### src/rtl/keycode_cmd_decoder.sv
`default_nettype none
// ============================================================================
// Module      : keycode_cmd_decoder
// Description : Turns the 16-bit Nios keycode PIO word (two USB HID usage
//               codes) into simulation controls: run/pause, timed reset,
//               single-step and a saturating speed level with auto-repeat.
// Revision    : 1.0 - initial release
// ============================================================================
module keycode_cmd_decoder #(
  parameter int STABLE_CYCLES = 4,
  parameter int RESET_HOLD    = 16,
  parameter int REPEAT_CYCLES = 25000000,
  parameter int BASE_FACTOR   = 50000000,
  parameter int MAX_LEVEL     = 7,
  parameter int FACTOR_W      = 26
) (
  input  logic                Clk,
  input  logic                Reset_n,
  input  logic [15:0]         keycode,
  output logic                run,
  output logic                reset_sim,
  output logic                step_pulse,
  output logic [FACTOR_W-1:0] slowdown_factor,
  output logic [2:0]          speed_level,
  output logic                cmd_valid,
  output logic [2:0]          last_cmd
);

  localparam int SW = $clog2(STABLE_CYCLES);
  localparam int HW = $clog2(RESET_HOLD + 1);
  localparam int RW = $clog2(REPEAT_CYCLES + 1);

  localparam logic [SW-1:0]       STAB_LAST   = SW'(STABLE_CYCLES - 1);
  localparam logic [HW-1:0]       HOLD_LAST   = HW'(RESET_HOLD - 1);
  localparam logic [RW-1:0]       REP_LAST    = RW'(REPEAT_CYCLES - 1);
  localparam logic [2:0]          LEVEL_MAX   = 3'(MAX_LEVEL);
  localparam logic [FACTOR_W-1:0] FACTOR_BASE = FACTOR_W'(BASE_FACTOR);

  // Command codes double as priority: a lower code wins.
  localparam logic [2:0] CMD_NONE   = 3'd0;
  localparam logic [2:0] CMD_RESET  = 3'd1;
  localparam logic [2:0] CMD_PAUSE  = 3'd2;
  localparam logic [2:0] CMD_STEP   = 3'd3;
  localparam logic [2:0] CMD_FASTER = 3'd4;
  localparam logic [2:0] CMD_SLOWER = 3'd5;

  localparam logic [7:0] KEY_R     = 8'h15;
  localparam logic [7:0] KEY_SPACE = 8'h2C;
  localparam logic [7:0] KEY_S     = 8'h16;
  localparam logic [7:0] KEY_EQUAL = 8'h2E;
  localparam logic [7:0] KEY_MINUS = 8'h2D;

  typedef enum logic [0:0] {
    IDLE     = 1'b0,
    RST_HOLD = 1'b1
  } state_t;

  function automatic logic [2:0] key_to_cmd(input logic [7:0] key);
    case (key)
      KEY_R:     return CMD_RESET;
      KEY_SPACE: return CMD_PAUSE;
      KEY_S:     return CMD_STEP;
      KEY_EQUAL: return CMD_FASTER;
      KEY_MINUS: return CMD_SLOWER;
      default:   return CMD_NONE;
    endcase
  endfunction

  // A byte is a new press only if it was in neither slot of the previous word.
  function automatic logic [2:0] press_cmd(input logic [7:0] key, input logic [15:0] prev);
    if (key != 8'h00 && key != prev[7:0] && key != prev[15:8]) begin
      return key_to_cmd(key);
    end
    return CMD_NONE;
  endfunction

  logic [15:0]         cand;
  logic [15:0]         accepted;
  logic [SW-1:0]       stab_cnt;
  logic [SW-1:0]       stab_cnt_nxt;
  logic                commit;
  logic [2:0]          cmd_a;
  logic [2:0]          cmd_b;
  logic [2:0]          press_sel;
  logic                pend_valid;
  logic [2:0]          pend_cmd;
  state_t              state;
  state_t              state_nxt;
  logic [HW-1:0]       hold_cnt;
  logic [HW-1:0]       hold_cnt_nxt;
  logic                rep_active;
  logic [2:0]          rep_cmd;
  logic [RW-1:0]       rep_cnt;
  logic                rep_fire;
  logic [2:0]          exec_cmd;
  logic [2:0]          level_nxt;

  // Stability check on the raw PIO word and press decode against the last accepted word.
  always_comb begin
    stab_cnt_nxt = (stab_cnt == STAB_LAST) ? stab_cnt : stab_cnt + SW'(1);
    commit       = (keycode == cand) && (stab_cnt_nxt == STAB_LAST) && (cand != accepted);
    cmd_a        = press_cmd(cand[7:0], accepted);
    cmd_b        = press_cmd(cand[15:8], accepted);
    if (cmd_a == CMD_NONE) begin
      press_sel = cmd_b;
    end else if (cmd_b == CMD_NONE) begin
      press_sel = cmd_a;
    end else begin
      press_sel = (cmd_a < cmd_b) ? cmd_a : cmd_b;
    end
  end

  // Candidate tracking, commit of stable words and a one-cycle pending command.
  always_ff @(posedge Clk or negedge Reset_n) begin
    if (!Reset_n) begin
      cand       <= '0;
      stab_cnt   <= '0;
      accepted   <= '0;
      pend_valid <= 1'b0;
      pend_cmd   <= CMD_NONE;
    end else begin
      if (keycode != cand) begin
        cand     <= keycode;
        stab_cnt <= '0;
      end else begin
        stab_cnt <= stab_cnt_nxt;
      end
      if (commit) begin
        accepted <= cand;
      end
      pend_valid <= commit && (press_sel != CMD_NONE);
      pend_cmd   <= press_sel;
    end
  end

  // Control FSM state register.
  always_ff @(posedge Clk or negedge Reset_n) begin
    if (!Reset_n) begin
      state    <= IDLE;
      hold_cnt <= '0;
    end else begin
      state    <= state_nxt;
      hold_cnt <= hold_cnt_nxt;
    end
  end

  // Next-state logic and selection of the command executed this cycle.
  always_comb begin
    state_nxt    = state;
    hold_cnt_nxt = hold_cnt;
    exec_cmd     = CMD_NONE;
    rep_fire     = rep_active && !commit && (rep_cnt == REP_LAST);
    case (state)
      IDLE: begin
        if (pend_valid) begin
          exec_cmd = pend_cmd;
        end else if (rep_fire) begin
          exec_cmd = rep_cmd;
        end
        if (exec_cmd == CMD_RESET) begin
          state_nxt    = RST_HOLD;
          hold_cnt_nxt = '0;
        end
      end
      RST_HOLD: begin
        if (hold_cnt == HOLD_LAST) begin
          state_nxt    = IDLE;
          hold_cnt_nxt = '0;
        end else begin
          hold_cnt_nxt = hold_cnt + HW'(1);
        end
      end
    endcase
  end

  // Saturating speed level update.
  always_comb begin
    level_nxt = speed_level;
    if (exec_cmd == CMD_FASTER && speed_level != LEVEL_MAX) begin
      level_nxt = speed_level + 3'd1;
    end else if (exec_cmd == CMD_SLOWER && speed_level != 3'd0) begin
      level_nxt = speed_level - 3'd1;
    end
  end

  // Registered control outputs driven by the executed command.
  always_ff @(posedge Clk or negedge Reset_n) begin
    if (!Reset_n) begin
      run             <= 1'b0;
      reset_sim       <= 1'b0;
      step_pulse      <= 1'b0;
      speed_level     <= 3'd0;
      slowdown_factor <= FACTOR_BASE;
      cmd_valid       <= 1'b0;
      last_cmd        <= CMD_NONE;
    end else begin
      cmd_valid       <= (exec_cmd != CMD_NONE);
      step_pulse      <= 1'b0;
      reset_sim       <= (state_nxt == RST_HOLD);
      speed_level     <= level_nxt;
      slowdown_factor <= FACTOR_BASE >> level_nxt;
      if (exec_cmd != CMD_NONE) begin
        last_cmd <= exec_cmd;
      end
      case (exec_cmd)
        CMD_RESET: run        <= 1'b0;
        CMD_PAUSE: run        <= ~run;
        CMD_STEP:  step_pulse <= ~run;
        default:   ;
      endcase
    end
  end

  // Auto-repeat for held speed keys; any commit or a reset hold cancels it.
  always_ff @(posedge Clk or negedge Reset_n) begin
    if (!Reset_n) begin
      rep_active <= 1'b0;
      rep_cmd    <= CMD_NONE;
      rep_cnt    <= '0;
    end else begin
      if (commit || state == RST_HOLD) begin
        rep_active <= 1'b0;
        rep_cnt    <= '0;
      end else if (exec_cmd == CMD_FASTER || exec_cmd == CMD_SLOWER) begin
        rep_active <= 1'b1;
        rep_cmd    <= exec_cmd;
        rep_cnt    <= '0;
      end else if (rep_active) begin
        rep_cnt <= rep_cnt + RW'(1);
      end
    end
  end

endmodule
`default_nettype wire

### config.mk
export PLATFORM = sky130hd
export DESIGN_NAME = keycode_cmd_decoder
export DESIGN_NICKNAME = d
export VERILOG_FILES = /design/src/rtl/keycode_cmd_decoder.sv
export SDC_FILE = /design/constraint.sdc
export NUM_CORES = 1
export LEC_CHECK = 0
export CORE_MARGIN = 1
export CORE_UTILIZATION = 50
export CTS_CLUSTER_SIZE = 12
export DETAILED_ROUTE_END_ITERATION = 7
export HOLD_SLACK_MARGIN = 0.15
export PLACE_DENSITY = 0.73
export REMOVE_ABC_BUFFERS = 1
export SYNTH_ARGS = -nofsm -noshare
export SYNTH_HDL_FRONTEND = slang
export SYNTH_SLANG_ARGS = --single-unit
### constraint.sdc
create_clock -name Clk -period 4.2 [get_ports Clk]
set_clock_uncertainty 0.05 [all_clocks]
set_input_delay 0.84 -clock Clk [delete_from_list [all_inputs] [get_ports Clk]]
set_output_delay 0.84 -clock Clk [all_outputs]
set_load 0.01 [all_outputs]
==> metrics.sh, run 1 <==
CRITICAL_PATH.REG2REG.ENDPOINT='slowdown_factor[10]'
HP-START='stab_cnt[0]'
DRT_DRC_VIOLATIONS_LEFT=0
TOTAL_DIE_AREA_UM2=11500
RUN_STATUS='complete, no violations'
FINALWEIGHTEDCONGESTION=0.927
ROUTED_WL_UM=11000
GROUTE.USAGE.OVERALL_PCT=20.9
MOSTFREQUENTLAYOUTCELLS='sky130_fd_sc_hd__dfrtp_1 (95), sky130_fd_sc_hd__nand2_1 (80), sky130_fd_sc_hd__nor2_1 (54), sky130_fd_sc_hd__clkdlybuf4s50_1 (52), sky130_fd_sc_hd__xnor2_1 (39)'
SYNTHESIS.INSTANCES=562
CLOCK_TREE_FROM_TRITONCTS='built'
CTS_ROOT_BUFFER='sky130_fd_sc_hd__clkbuf_8'
CTS-RESIZED-GATES=0
POSTCTSHOLDBUFS=0
SETUP_TOTAL_NEGATIVE_SLACK_NS=0
NETSWITCHINGFRACTION_PCT=24.9
POWER_LEAKAGE_nW=2.85
CLOCK-SINKS=107
PIN_COUNT_OF_THE_BIGGEST_NET_ENTERING_GLOBAL_ROUTING=72
TIMING_HOLD_VIOLATIONS_FINAL=0
MAXSLEWHEADROOM_PCT=40.3
POWER-PER-CELL-AREA_nW_PER_UM2=292
POST_SYNTH_AND_OR_NAND_NOR_AREA_FRACTION_PCT=20.9
DETAILEDPLACEMENTHPWL_UM=8180
FINALPOWER_mW=1.83
HOLDPATHSTAGES=1
YOSYSWARNINGCOUNT=0
HOLD-PATH-ENDPOINT='stab_cnt[0]'
SYNTH.AREA.MUX_SHARE_PCT=1.13
GRT_PASS1_WL_UM=18700
GRT_ANTENNA_BEFORE_REPAIR=0
SYN-MEAN-INSTANCE-AREA_UM2=9.82
UNREPAIRED_SETUP_ENDPOINTS_AFTER_GLOBAL_ROUTING='no'
LAYOUT-DRIVE-GT1-SHARE_PCT=10.5
AREAGROWTHSYNTHTOFINISH_PCT=13.7
XOR_XNOR_SHARE_OF_THE_SYNTHESIZED_AREA_PCT=12.6
CTS-ROOT-TO-SINK-BUFFERS=2
CORE_FOOTPRINT_UM2=10500
SETUP.WORST_PATH.START_CLASS='flop'
CRITICALPATHCATEGORY='reg -> reg'
POWER.NET_SWITCHING_uW=456
FIN_CRIT_SH_PCT=87.4
WORST_PIN_SLEW_NS=0.896
TIMING.FINAL.MAX_SLEW_VIOLATIONS=0
LAYOUT_COMMONEST_CELL='sky130_fd_sc_hd__dfrtp_1'
P_COMB_SHARE_PCT=4.5
SYNTH_SEQ_AREA_SHARE_PCT=48.8
POST_CTS_BUFFERS=0
FRACTION_OF_THE_MAPPED_NETLIST_AREA_IN_COMPOUND_GATES_PCT=9.12
SYN-CELL-AREA_UM2=5520
MAX_FREQ_MHz=272
IO_PINS=54
DEPTH_OF_THE_MOST_CRITICAL_REG_TO_REG_PATH=9
START_UTIL_PCT=52.5
TIMING.REG2REG.SETUP_SLACK_NS=0.53
POST_DRT_WL_PER_CELL_UM=15.1
FINAL-SETUP-VIOL-COUNT=0
FIN_NETS=615
PORT-BUFFER-COUNT=53
WORSTREG2REGSTART='cand[6]'
ASYNC_FLOP_SHARE_PCT=100
CLOCK_LATENCY_NS=0.38
VIASPERCELL=5.40
INTERNAL-POWER_mW=1.37
SYNTH-EDFF-COUNT=0
CTS_MAX_LEVEL=3
POST_SYNTH_FA_HA_MAJ_AREA_FRACTION_PCT=2.04
LARGEST_FAMILY_OF_LOGIC_CELLS_BY_SYNTHESIZED_AREA='simple AND/OR/NAND/NOR gates'
ROWS=37
P_CLK_SHARE_PCT=37.6
MIN-DELAY-PATH-CLASS='reg -> reg'
DRT_ITER0_DRC=194
GRT_PASS1_VIAS=3810
YS_FLOP_TYPE='sky130_fd_sc_hd__dfrtp_1'
DIE-HEIGHT_UM=107
DRTANTENNAVIOLNETS=0
NUM_VIAS=3933
FIRST_PASS_ITERS=4
WORST-ENDPOINT-ARRIVAL_NS=3.90
NUMCTSBUFFERS=9
DRV.MAX_CAP_VIOLATION_COUNT=0
WORSTPATHREQUIRED_NS=4.43
FILLERS=868
CLK_PIN_SLEW_NS=0.12
MAX-VDD-IR-DROP_V=0.000204
DIE_WIDTH_UM=107
P_SEQ_SHARE_PCT=57.9
OVERFLOW=0
UNIQUE_MASTERS_POST_SYNTH=70
CRIT_PATH_END_KIND='flop'
SYNTH.FF_LATCH_COUNT=107
CRITICAL_PATH_PEAK_FANOUT=17
FINALWORSTPATHREQUIREDPERIOD_NS=3.67
INSERTEDDIODECOUNT=0
## cells in the mapped netlist, types with 2 or more instances
| cell | instances | area share, % |
|---|---|---|
| sky130_fd_sc_hd__and2_1 | 2 | 0.23 |
| sky130_fd_sc_hd__nand3_1 | 15 | 1.4 |
| sky130_fd_sc_hd__nand4_1 | 19 | 2.2 |
| sky130_fd_sc_hd__mux2_2 | 2 | 0.41 |
| sky130_fd_sc_hd__or3_1 | 4 | 0.45 |
| sky130_fd_sc_hd__o21ai_0 | 25 | 2.3 |
| sky130_fd_sc_hd__inv_1 | 17 | 1.2 |
| sky130_fd_sc_hd__buf_4 | 2 | 0.27 |
| sky130_fd_sc_hd__nor3b_1 | 2 | 0.27 |
| sky130_fd_sc_hd__dfstp_2 | 12 | 5.7 |
| sky130_fd_sc_hd__o21a_1 | 2 | 0.27 |
| sky130_fd_sc_hd__nand2_4 | 2 | 0.41 |
| sky130_fd_sc_hd__buf_2 | 6 | 0.54 |
| sky130_fd_sc_hd__clkbuf_1 | 33 | 2.2 |
| sky130_fd_sc_hd__o21bai_1 | 2 | 0.27 |
| sky130_fd_sc_hd__and4b_1 | 2 | 0.36 |
| sky130_fd_sc_hd__nand2_1 | 80 | 5.4 |
| sky130_fd_sc_hd__buf_6 | 4 | 0.82 |
| sky130_fd_sc_hd__nand2b_1 | 3 | 0.34 |
| sky130_fd_sc_hd__a21oi_1 | 13 | 1.2 |
| sky130_fd_sc_hd__mux2i_1 | 4 | 0.73 |
| sky130_fd_sc_hd__dfrtp_1 | 95 | 43 |
| sky130_fd_sc_hd__nor2_1 | 54 | 3.7 |
| sky130_fd_sc_hd__xor2_1 | 37 | 5.9 |
| sky130_fd_sc_hd__ha_1 | 9 | 2.0 |
| sky130_fd_sc_hd__nor4b_1 | 3 | 0.48 |
| sky130_fd_sc_hd__o211a_1 | 2 | 0.36 |
| sky130_fd_sc_hd__nor2b_1 | 2 | 0.23 |
| sky130_fd_sc_hd__a31oi_1 | 2 | 0.23 |
| sky130_fd_sc_hd__and3_1 | 10 | 1.1 |
| sky130_fd_sc_hd__xnor2_1 | 39 | 6.2 |
| sky130_fd_sc_hd__o211ai_1 | 2 | 0.27 |
| sky130_fd_sc_hd__nor3_1 | 7 | 0.63 |
| sky130_fd_sc_hd__nor4_1 | 9 | 1.0 |
| sky130_fd_sc_hd__a21o_1 | 2 | 0.27 |
| sky130_fd_sc_hd__a21boi_0 | 2 | 0.27 |
| sky130_fd_sc_hd__o21ai_1 | 3 | 0.27 |
## power by group through the flow
stage               combinational [mW]  sequential (mW)  clock [mW]
floorplan                       0.0354             1.07           0
global placement                0.0823             1.08           0
detailed placement              0.0847             1.08           0
CTS                             0.0853             1.06       0.704
global route                    0.0917             1.06       0.748
finish                          0.0824             1.06       0.689
## layer usage
layer	up-vias	GRT usage [%]	routed length [µm]
met1	1915	30.8	5270
met4	0	4.70	118
met5	-	0	0
li1	1932	-	-
met3	9	3.59	480
met2	77	32.2	5130
## flip-flops by register name (all words and copies together) (netlist names), 2 cells and up
name	flops
slowdown_factor	26
rep_cnt	25
accepted	16
cand	16
hold_cnt	5
last_cmd	3
pend_cmd	3
rep_cmd	3
speed_level	2
stab_cnt	2
## through the flow
stage	cell area [µm²]	util (%)	hold WS (ns)	cells	worst slack [ns]
after CTS	6270	59.7	0.420	729	0.575
after global placement	6050	57.6	0.398	713	0.360
after global routing	6270	59.7	0.450	729	0.252
after detailed placement	6050	57.6	0.405	713	0.285
after floorplan	5290	-	0.380	516	1.08
final	6270	59.7	0.416	729	0.529
## cell type report
cell class | count | area (µm²) | share of cell area (%)
multi-input combinational | 390 | 2520 | 40.2
tap | 136 | 170 | 2.71
clock inverter | 7 | 103 | 1.64
sequential | 107 | 2690 | 42.9
inverter | 19 | 73.8 | 1.18
clock buffer | 9 | 124 | 1.97
timing repair buffer | 61 | 588 | 9.37
## critical path, cell delays in order (launching register included)
cell and delay, ns:
sky130_fd_sc_hd__dfrtp_1 0.51, sky130_fd_sc_hd__xor2_1 0.21, sky130_fd_sc_hd__nor4_1 0.60, sky130_fd_sc_hd__a41oi_1 0.38
sky130_fd_sc_hd__a2111oi_4 0.50, sky130_fd_sc_hd__o21ai_0 0.13, sky130_fd_sc_hd__a211oi_1 0.27, sky130_fd_sc_hd__a211o_1 0.56
sky130_fd_sc_hd__and3_2 0.32, sky130_fd_sc_hd__nor2_1 0.05
## kinds of logic after synthesis
| kind of cell | Yosys count |
|---|---|
| flip-flops | 107 |
| adder cells (fa/ha/maj) | 9 |
| AND/OR/NAND/NOR | 228 |
| AO/OA/AOI/OAI | 70 |
| multiplexers | 6 |
| buffers and inverters | 65 |
| XOR/XNOR | 77 |
## how the worst max path moves through the flow
stage / start / endpoint / slack (ns) / depth (start not counted)
3_3_place_gp: keycode[0] / slowdown_factor[10] / 0.36 / 11
5_1_grt: cand[6] / slowdown_factor[10] / 0.25 / 9
3_5_place_dp: keycode[5] / slowdown_factor[10] / 0.28 / 11
4_1_cts: cand[6] / slowdown_factor[10] / 0.58 / 9
2_1_floorplan: keycode[0] / slowdown_factor[10] / 1.08 / 10
6_report: cand[6] / slowdown_factor[10] / 0.53 / 9
Power figures use the tool's default switching activity.
==> run 2: changes to the inputs <==
Settings changed: CORE_MARGIN 1 to 2, CORE_UTILIZATION 50 to 45, PLACE_DENSITY 0.73 to 0.67, REMOVE_ABC_BUFFERS 1 to unset.
==> metrics.sh, run 2 (synthesis results as in run 1) <==
AREAGROWTHSYNTHTOFINISH_PCT=15.7  # was 13.7%
GRT_ANTENNA_BEFORE_REPAIR=0  # unchanged
NUMCTSBUFFERS=9  # unchanged
CRIT_CHAIN='xor2_1, nor4_1, a41oi_1, a2111oi_4, o21ai_0, a211oi_1, a211o_1, and3_2, nor2_1'  # unchanged
MIN-DELAY-PATH-CLASS='reg -> reg'  # unchanged
TIMING.REG2REG.SETUP_SLACK_NS=0.51  # was 0.53 ns
DRTANTENNAVIOLNETS=0  # unchanged
TOTAL_DIE_AREA_UM2=13200  # was 11500 µm²
WORSTPATHREQUIRED_NS=4.41  # was 4.43 ns
NUMPLACEDINSTANCES=725  # was 713
POWER-PER-CELL-AREA_nW_PER_UM2=316  # was 292 nW/µm²
FINAL-SETUP-VIOL-COUNT=0  # unchanged
FIN_NETS=616  # was 615
WORST_PIN_SLEW_NS=0.817  # was 0.896 ns
FIRST_PASS_ITERS=4  # unchanged
CRIT_PATH_END_KIND='flop'  # unchanged
MOSTFREQUENTLAYOUTCELLS='sky130_fd_sc_hd__dfrtp_1 (95), sky130_fd_sc_hd__nand2_1 (80), sky130_fd_sc_hd__nor2_1 (54), sky130_fd_sc_hd__clkdlybuf4s50_1 (52), sky130_fd_sc_hd__xnor2_1 (39)'  # unchanged
CRITICAL_PATH_PEAK_FANOUT=17  # unchanged
PORT-BUFFER-COUNT=53  # unchanged
TIMING_HOLD_VIOLATIONS_FINAL=0  # unchanged
CLOCK-SINKS=107  # unchanged
CRITICAL_PATH.REG2REG.ENDPOINT='slowdown_factor[10]'  # unchanged
CLOCK_LATENCY_NS=0.36  # was 0.38 ns
FIN_CRIT_SH_PCT=87.9  # was 87.4%
DETAILEDPLACEMENTHPWL_UM=8240  # was 8180 µm
LAYOUT_COMMONEST_CELL='sky130_fd_sc_hd__dfrtp_1'  # unchanged
DIE_WIDTH_UM=115  # was 107 µm
LARGEST_REGISTER='slowdown_factor'  # unchanged
GRT_PASS1_VIAS=3879  # was 3810
RUN_STATUS='complete, no violations'  # unchanged
FINALWEIGHTEDCONGESTION=0.908  # was 0.927
DIE-HEIGHT_UM=115  # was 107 µm
PIN_COUNT_OF_THE_BIGGEST_NET_ENTERING_GLOBAL_ROUTING=66  # was 72
DRT_DRC_VIOLATIONS_LEFT=0  # unchanged
CLK_PIN_SLEW_NS=0.08  # was 0.12 ns
FINALPOWER_mW=2.02  # was 1.83 mW
TIMING.FINAL.MAX_SLEW_VIOLATIONS=0  # unchanged
CTS_ROOT_BUFFER='sky130_fd_sc_hd__clkbuf_16'  # was sky130_fd_sc_hd__clkbuf_8
WORST-ENDPOINT-ARRIVAL_NS=3.91  # was 3.90 ns
CTS_MAX_LEVEL=3  # unchanged
ROUTED_WL_UM=11300  # was 11000 µm
FINAL.HOLD.WORST_SLACK_NS=0.432  # was 0.416 ns
FINALCOREUTILIZATION_PCT=53.1  # was 59.7%
START_UTIL_PCT=45.9  # was 52.5%
POST_CTS_BUFFERS=0  # unchanged
REG.LARGEST.LIST='slowdown_factor x26, rep_cnt x25'  # unchanged
UNREPAIRED_SETUP_ENDPOINTS_AFTER_GLOBAL_ROUTING='no'  # unchanged
STARTPOINT='cand[9]'  # was cand[6]
WORST_STAGE_DELAY_ON_THE_CRITICAL_PATH_NS=0.63  # was 0.60 ns
DEPTH_OF_THE_MOST_CRITICAL_REG_TO_REG_PATH=9  # unchanged
POST_DRT_WL_PER_CELL_UM=15.3  # was 15.1 µm
IO_PINS=54  # unchanged
DRV.MAX_CAP_VIOLATION_COUNT=0  # unchanged
MAXSLEWHEADROOM_PCT=45.6  # was 40.3%
POWER_LEAKAGE_nW=2.90  # was 2.85 nW
VIASPERCELL=5.38  # was 5.40
GRT_PASS1_WL_UM=19200  # was 18700 µm
INSERTEDDIODECOUNT=0  # unchanged
MAX_FREQ_MHz=271  # was 272 MHz
WORSTREG2REGSTART='cand[9]'  # was cand[6]
ROWS=40  # was 37
POSTCTSHOLDBUFS=0  # unchanged
CTS-ROOT-TO-SINK-BUFFERS=2  # unchanged
CORE_FOOTPRINT_UM2=12000  # was 10500 µm²
CRIT_PATH_TOP_DELAY_CELL='sky130_fd_sc_hd__nor4_1'  # unchanged
CRITICALPATHCATEGORY='reg -> reg'  # unchanged
SETUP_TOTAL_NEGATIVE_SLACK_NS=0  # unchanged
MAX-VDD-IR-DROP_V=0.000182  # was 0.000204 V
FINALNONFILLERCELLS=741  # was 729
SETUP.WORST_PATH.START_CLASS='flop'  # unchanged
CTS-RESIZED-GATES=0  # unchanged
CLOCK_TREE_FROM_TRITONCTS='built'  # unchanged
NUM_VIAS=3983  # was 3933
TIMING.CRITICAL_PATH.TO='slowdown_factor[10]'  # unchanged
FINALWORSTPATHREQUIREDPERIOD_NS=3.69  # was 3.67 ns
LARGEST_REGISTER_FFS=26  # unchanged
SYNTH_FP_NETS=589
GROUTE.USAGE.OVERALL_PCT=18.6  # was 20.9%
LAYOUT-DRIVE-GT1-SHARE_PCT=10.6  # was 10.5%
DRT_ITER0_DRC=258  # was 194
OVERFLOW=0  # unchanged
-- run 2: area by class of cell --
type / count / area (µm²)
clock buffer: 9 / 225
clock inverter: 7 / 88.8
fill: 1064 / 5630
inverter: 19 / 73.8
multi-input combinational: 390 / 2520
sequential: 107 / 2690
tap: 147 / 184
timing repair buffer: 62 / 596
-- run 2: power breakdown --
group	switching (mW)	leakage (nW)	internal, mW
Sequential	0.0216	1.35	1.04
Clock	0.444	0.153	0.432
Combinational	0.0432	1.40	0.0388
Total	0.509	2.90	1.51
-- run 2: how the worst min path moves through the flow --
stage / cells past startpoint / slack (ns) / end / startpoint
after CTS: 1 / 0.43 / stab_cnt[0] / stab_cnt[0]
after global routing: 1 / 0.47 / stab_cnt[0] / stab_cnt[0]
after global placement: 1 / 0.40 / stab_cnt[0] / stab_cnt[0]
final: 1 / 0.43 / stab_cnt[0] / stab_cnt[0]
after detailed placement: 1 / 0.42 / stab_cnt[0] / stab_cnt[0]
after floorplan: 1 / 0.38 / stab_cnt[0] / stab_cnt[0]
-- run 2: per-layer routing --
layer | part of all wire (%) | wire length, µm | up-vias | track usage [%]
met1 | 46 | 5200 | 1977 | 24.8
met4 | 2.2 | 244 | 0 | 8.35
met5 | 0 | 0 | - | 0
met3 | 3.4 | 384 | 14 | 2.95
met2 | 49 | 5510 | 63 | 30.1
li1 | - | - | 1929 | -
-- run 2: worst max-delay path: cells and delay by family, from the launching register on --
family	cells	cell delay (ns)
AO/OA/AOI/OAI	5	1.81
AND/OR/NAND/NOR	3	1.00
flip-flops	1	0.52
XOR/XNOR	1	0.21
-- run 2: stage by stage --
step                      area, µm²  setup WS [ns]
after CTS                      6380          0.532
after global routing           6380          0.269
after detailed placement       6070          0.263
after floorplan                5520           1.17
after global placement         6070          0.427
final                          6380          0.507
==> run 3: changes to the inputs <==
Settings changed: CELL_PAD_IN_SITES_DETAIL_PLACEMENT set to 0, CELL_PAD_IN_SITES_GLOBAL_PLACEMENT set to 2, CORE_UTILIZATION 45 to 37, GPL_TIMING_DRIVEN set to 0, PLACE_DENSITY 0.67 to 0.82, SETUP_SLACK_MARGIN set to 0.1.
==> metrics.sh, run 3 (synthesis results as in run 1) <==
RUN_STATUS='complete, no violations'  # unchanged
NUMCTSBUFFERS=9  # unchanged
GRT_ANTENNA_BEFORE_REPAIR=0  # unchanged
LAYOUT_COMMONEST_CELL='sky130_fd_sc_hd__dfrtp_1'  # unchanged
CRITICALPATHCATEGORY='in -> reg'  # was reg -> reg
GRT_PASS1_VIAS=4140  # was 3879
DETAILEDPLACEMENTHPWL_UM=8720  # was 8240 µm
FINAL.HOLD.WORST_SLACK_NS=0.401  # was 0.432 ns
DRV.MAX_CAP_VIOLATION_COUNT=0  # unchanged
CTS-RESIZED-GATES=0  # unchanged
START_UTIL_PCT=38.0  # was 45.9%
TOTAL_DIE_AREA_UM2=15900  # was 13200 µm²
AREAGROWTHSYNTHTOFINISH_PCT=19.5  # was 15.7%
POWER_LEAKAGE_nW=2.96  # was 2.90 nW
CLOCK_TREE_FROM_TRITONCTS='built'  # unchanged
POST_CTS_BUFFERS=0  # unchanged
DIE-HEIGHT_UM=126  # was 115 µm
POSTCTSHOLDBUFS=0  # unchanged
LARGEST_REGISTER_FFS=26  # unchanged
REG.LARGEST.LIST='slowdown_factor x26, rep_cnt x25'  # unchanged
PORT-BUFFER-COUNT=53  # unchanged
FIN_CRIT_SH_PCT=83.9  # was 87.9%
CRIT_PATH_END_KIND='flop'  # unchanged
WORSTPATHREQUIRED_NS=4.41  # about the same
DESIGN_AREA_UM2=6590  # was 6380 µm²
TIMING_HOLD_VIOLATIONS_FINAL=0  # unchanged
DIE_WIDTH_UM=126  # was 115 µm
WORST_PIN_SLEW_NS=0.655  # was 0.817 ns
DRT_ITER0_DRC=172  # was 258
GRT_PASS1_WL_UM=20500  # was 19200 µm
PRE_CTS_SLACK_NS=0.246  # was 0.263 ns
FIN_NETS=654  # was 616
VIASPERCELL=4.90  # was 5.38
CLOCK-SINKS=107  # unchanged
FINALWORSTPATHREQUIREDPERIOD_NS=3.52  # was 3.69 ns
INSERTEDDIODECOUNT=0  # unchanged
UNREPAIRED_SETUP_ENDPOINTS_AFTER_GLOBAL_ROUTING='no'  # unchanged
SETUP.WORST_PATH.START_CLASS='input port'  # was flop
CRITICAL_PATH_PEAK_FANOUT=10  # was 17
NUM_VIAS=4002  # was 3983
FIRST_PASS_ITERS=4  # unchanged
STARTPOINT='keycode[0]'  # was cand[9]
CORE_FOOTPRINT_UM2=14500  # was 12000 µm²
POST_DRT_WL_PER_CELL_UM=14.7  # was 15.3 µm
CTS-ROOT-TO-SINK-BUFFERS=2  # unchanged
LAYOUT-DRIVE-GT1-SHARE_PCT=10.8  # was 10.6%
MAX-VDD-IR-DROP_V=0.000195  # was 0.000182 V
FINALWEIGHTEDCONGESTION=0.811  # was 0.908
POST_DP_CELL_AREA_UM2=6300  # was 6070 µm²
ROWS=44  # was 40
POSTLAYOUTSETUPSLACKWORST_NS=0.676  # was 0.507 ns
CLK_PIN_SLEW_NS=0.08  # about the same
CLOCK_LATENCY_NS=0.36  # about the same
POWER-PER-CELL-AREA_nW_PER_UM2=303  # was 316 nW/µm²
DRT_DRC_VIOLATIONS_LEFT=0  # unchanged
ROUTED_WL_UM=12000  # was 11300 µm
MIN-DELAY-PATH-CLASS='in -> async'  # was reg -> reg
IO_PINS=54  # unchanged
WORSTREG2REGSTART='cand[3]'  # was cand[9]
DRTANTENNAVIOLNETS=0  # unchanged
CTS_MAX_LEVEL=3  # unchanged
FILLERS=1408  # was 1064
MOSTFREQUENTLAYOUTCELLS='sky130_fd_sc_hd__dfrtp_1 (95), sky130_fd_sc_hd__nand2_1 (80), sky130_fd_sc_hd__nor2_1 (54), sky130_fd_sc_hd__clkdlybuf4s50_1 (52), sky130_fd_sc_hd__xnor2_1 (39)'  # unchanged
OVERFLOW=0  # unchanged
SYNTH_FP_NETS=589  # unchanged
FINAL-SETUP-VIOL-COUNT=0  # unchanged
WORST-ENDPOINT-ARRIVAL_NS=3.73  # was 3.91 ns
TIMING.FINAL.MAX_SLEW_VIOLATIONS=0  # unchanged
PIN_COUNT_OF_THE_BIGGEST_NET_ENTERING_GLOBAL_ROUTING=70  # was 66
LARGEST_REGISTER='slowdown_factor'  # unchanged
SETUP_TOTAL_NEGATIVE_SLACK_NS=0  # unchanged
MAXSLEWHEADROOM_PCT=55.9  # was 45.6%
MAX_FREQ_MHz=284  # was 271 MHz
CTS_ROOT_BUFFER='sky130_fd_sc_hd__clkbuf_16'  # unchanged
GROUTE.USAGE.OVERALL_PCT=16.1  # was 18.6%
## run 3: cell count changes in the layout (fill, tap and decap cells not counted), sizes merged
cell,before,now
buf,10,14
clkinvlp,0,1
clkinv,3,2
clkbuf,9,43
## run 3: per-layer routing
layer  track usage, %  up-vias  wire length (µm)
li1                 -     2002                 -
met1             20.3     1937              5630
met2             26.7       49              5750
met3             4.67       14               408
met4             5.37        0               202
met5                0        -                 0
## run 3: final timing paths
kind / end / slack (ns) / cells past startpoint
min in group Clk: stab_cnt[0] / 0.42 / 1
max in group asynchronous: slowdown_factor[23] / 2.95 / 2
setup / recovery: slowdown_factor[5] / 0.68 / 13
hold / removal: rep_cnt[22] / 0.40 / 1
setup reg to reg: slowdown_factor[11] / 0.70 / 11
hold reg to reg: stab_cnt[0] / 0.42 / 1
## run 3: stage by stage
stage / utilization (%) / instances / total power [mW]
floorplan: - / 562 / 1.12
global placement: 43.2 / 799 / 1.17
detailed placement: 43.4 / 800 / 1.18
CTS: 45.4 / 816 / 2.03
global route: 45.4 / 816 / 2.08
finish: 45.4 / 816 / 2.00
## run 3: worst max-delay path: stages
cell and delay (ns):
sky130_fd_sc_hd__clkdlybuf4s50_1 0.50, sky130_fd_sc_hd__xnor2_1 0.14, sky130_fd_sc_hd__nand4_1 0.18, sky130_fd_sc_hd__nor4_4 0.58
sky130_fd_sc_hd__and3_1 0.29, sky130_fd_sc_hd__o21ai_0 0.16, sky130_fd_sc_hd__o22a_1 0.23, sky130_fd_sc_hd__o211a_1 0.21
sky130_fd_sc_hd__buf_6 0.14, sky130_fd_sc_hd__inv_2 0.06, sky130_fd_sc_hd__buf_6 0.15, sky130_fd_sc_hd__nand2_4 0.06
sky130_fd_sc_hd__and3_1 0.19
## run 3: layout make-up
class,count,area [µm²],share of cell area [%]
Multi-Input combinational cell,390,2520,38.3
Timing Repair Buffer,54,556,8.43
Inverter,19,73.8,1.12
Clock buffer,9,225,3.42
Clock inverter,7,65.1,0.987
Buffer,46,228,3.45
Tap cell,184,230,3.49
Sequential cell,107,2690,40.8
## run 3: power by group
part	switching, mW	leakage [nW]	internal [mW]
Sequential	0.00176	1.35	1.04
Clock	0.427	0.140	0.418
Combinational	0.0658	1.47	0.0466
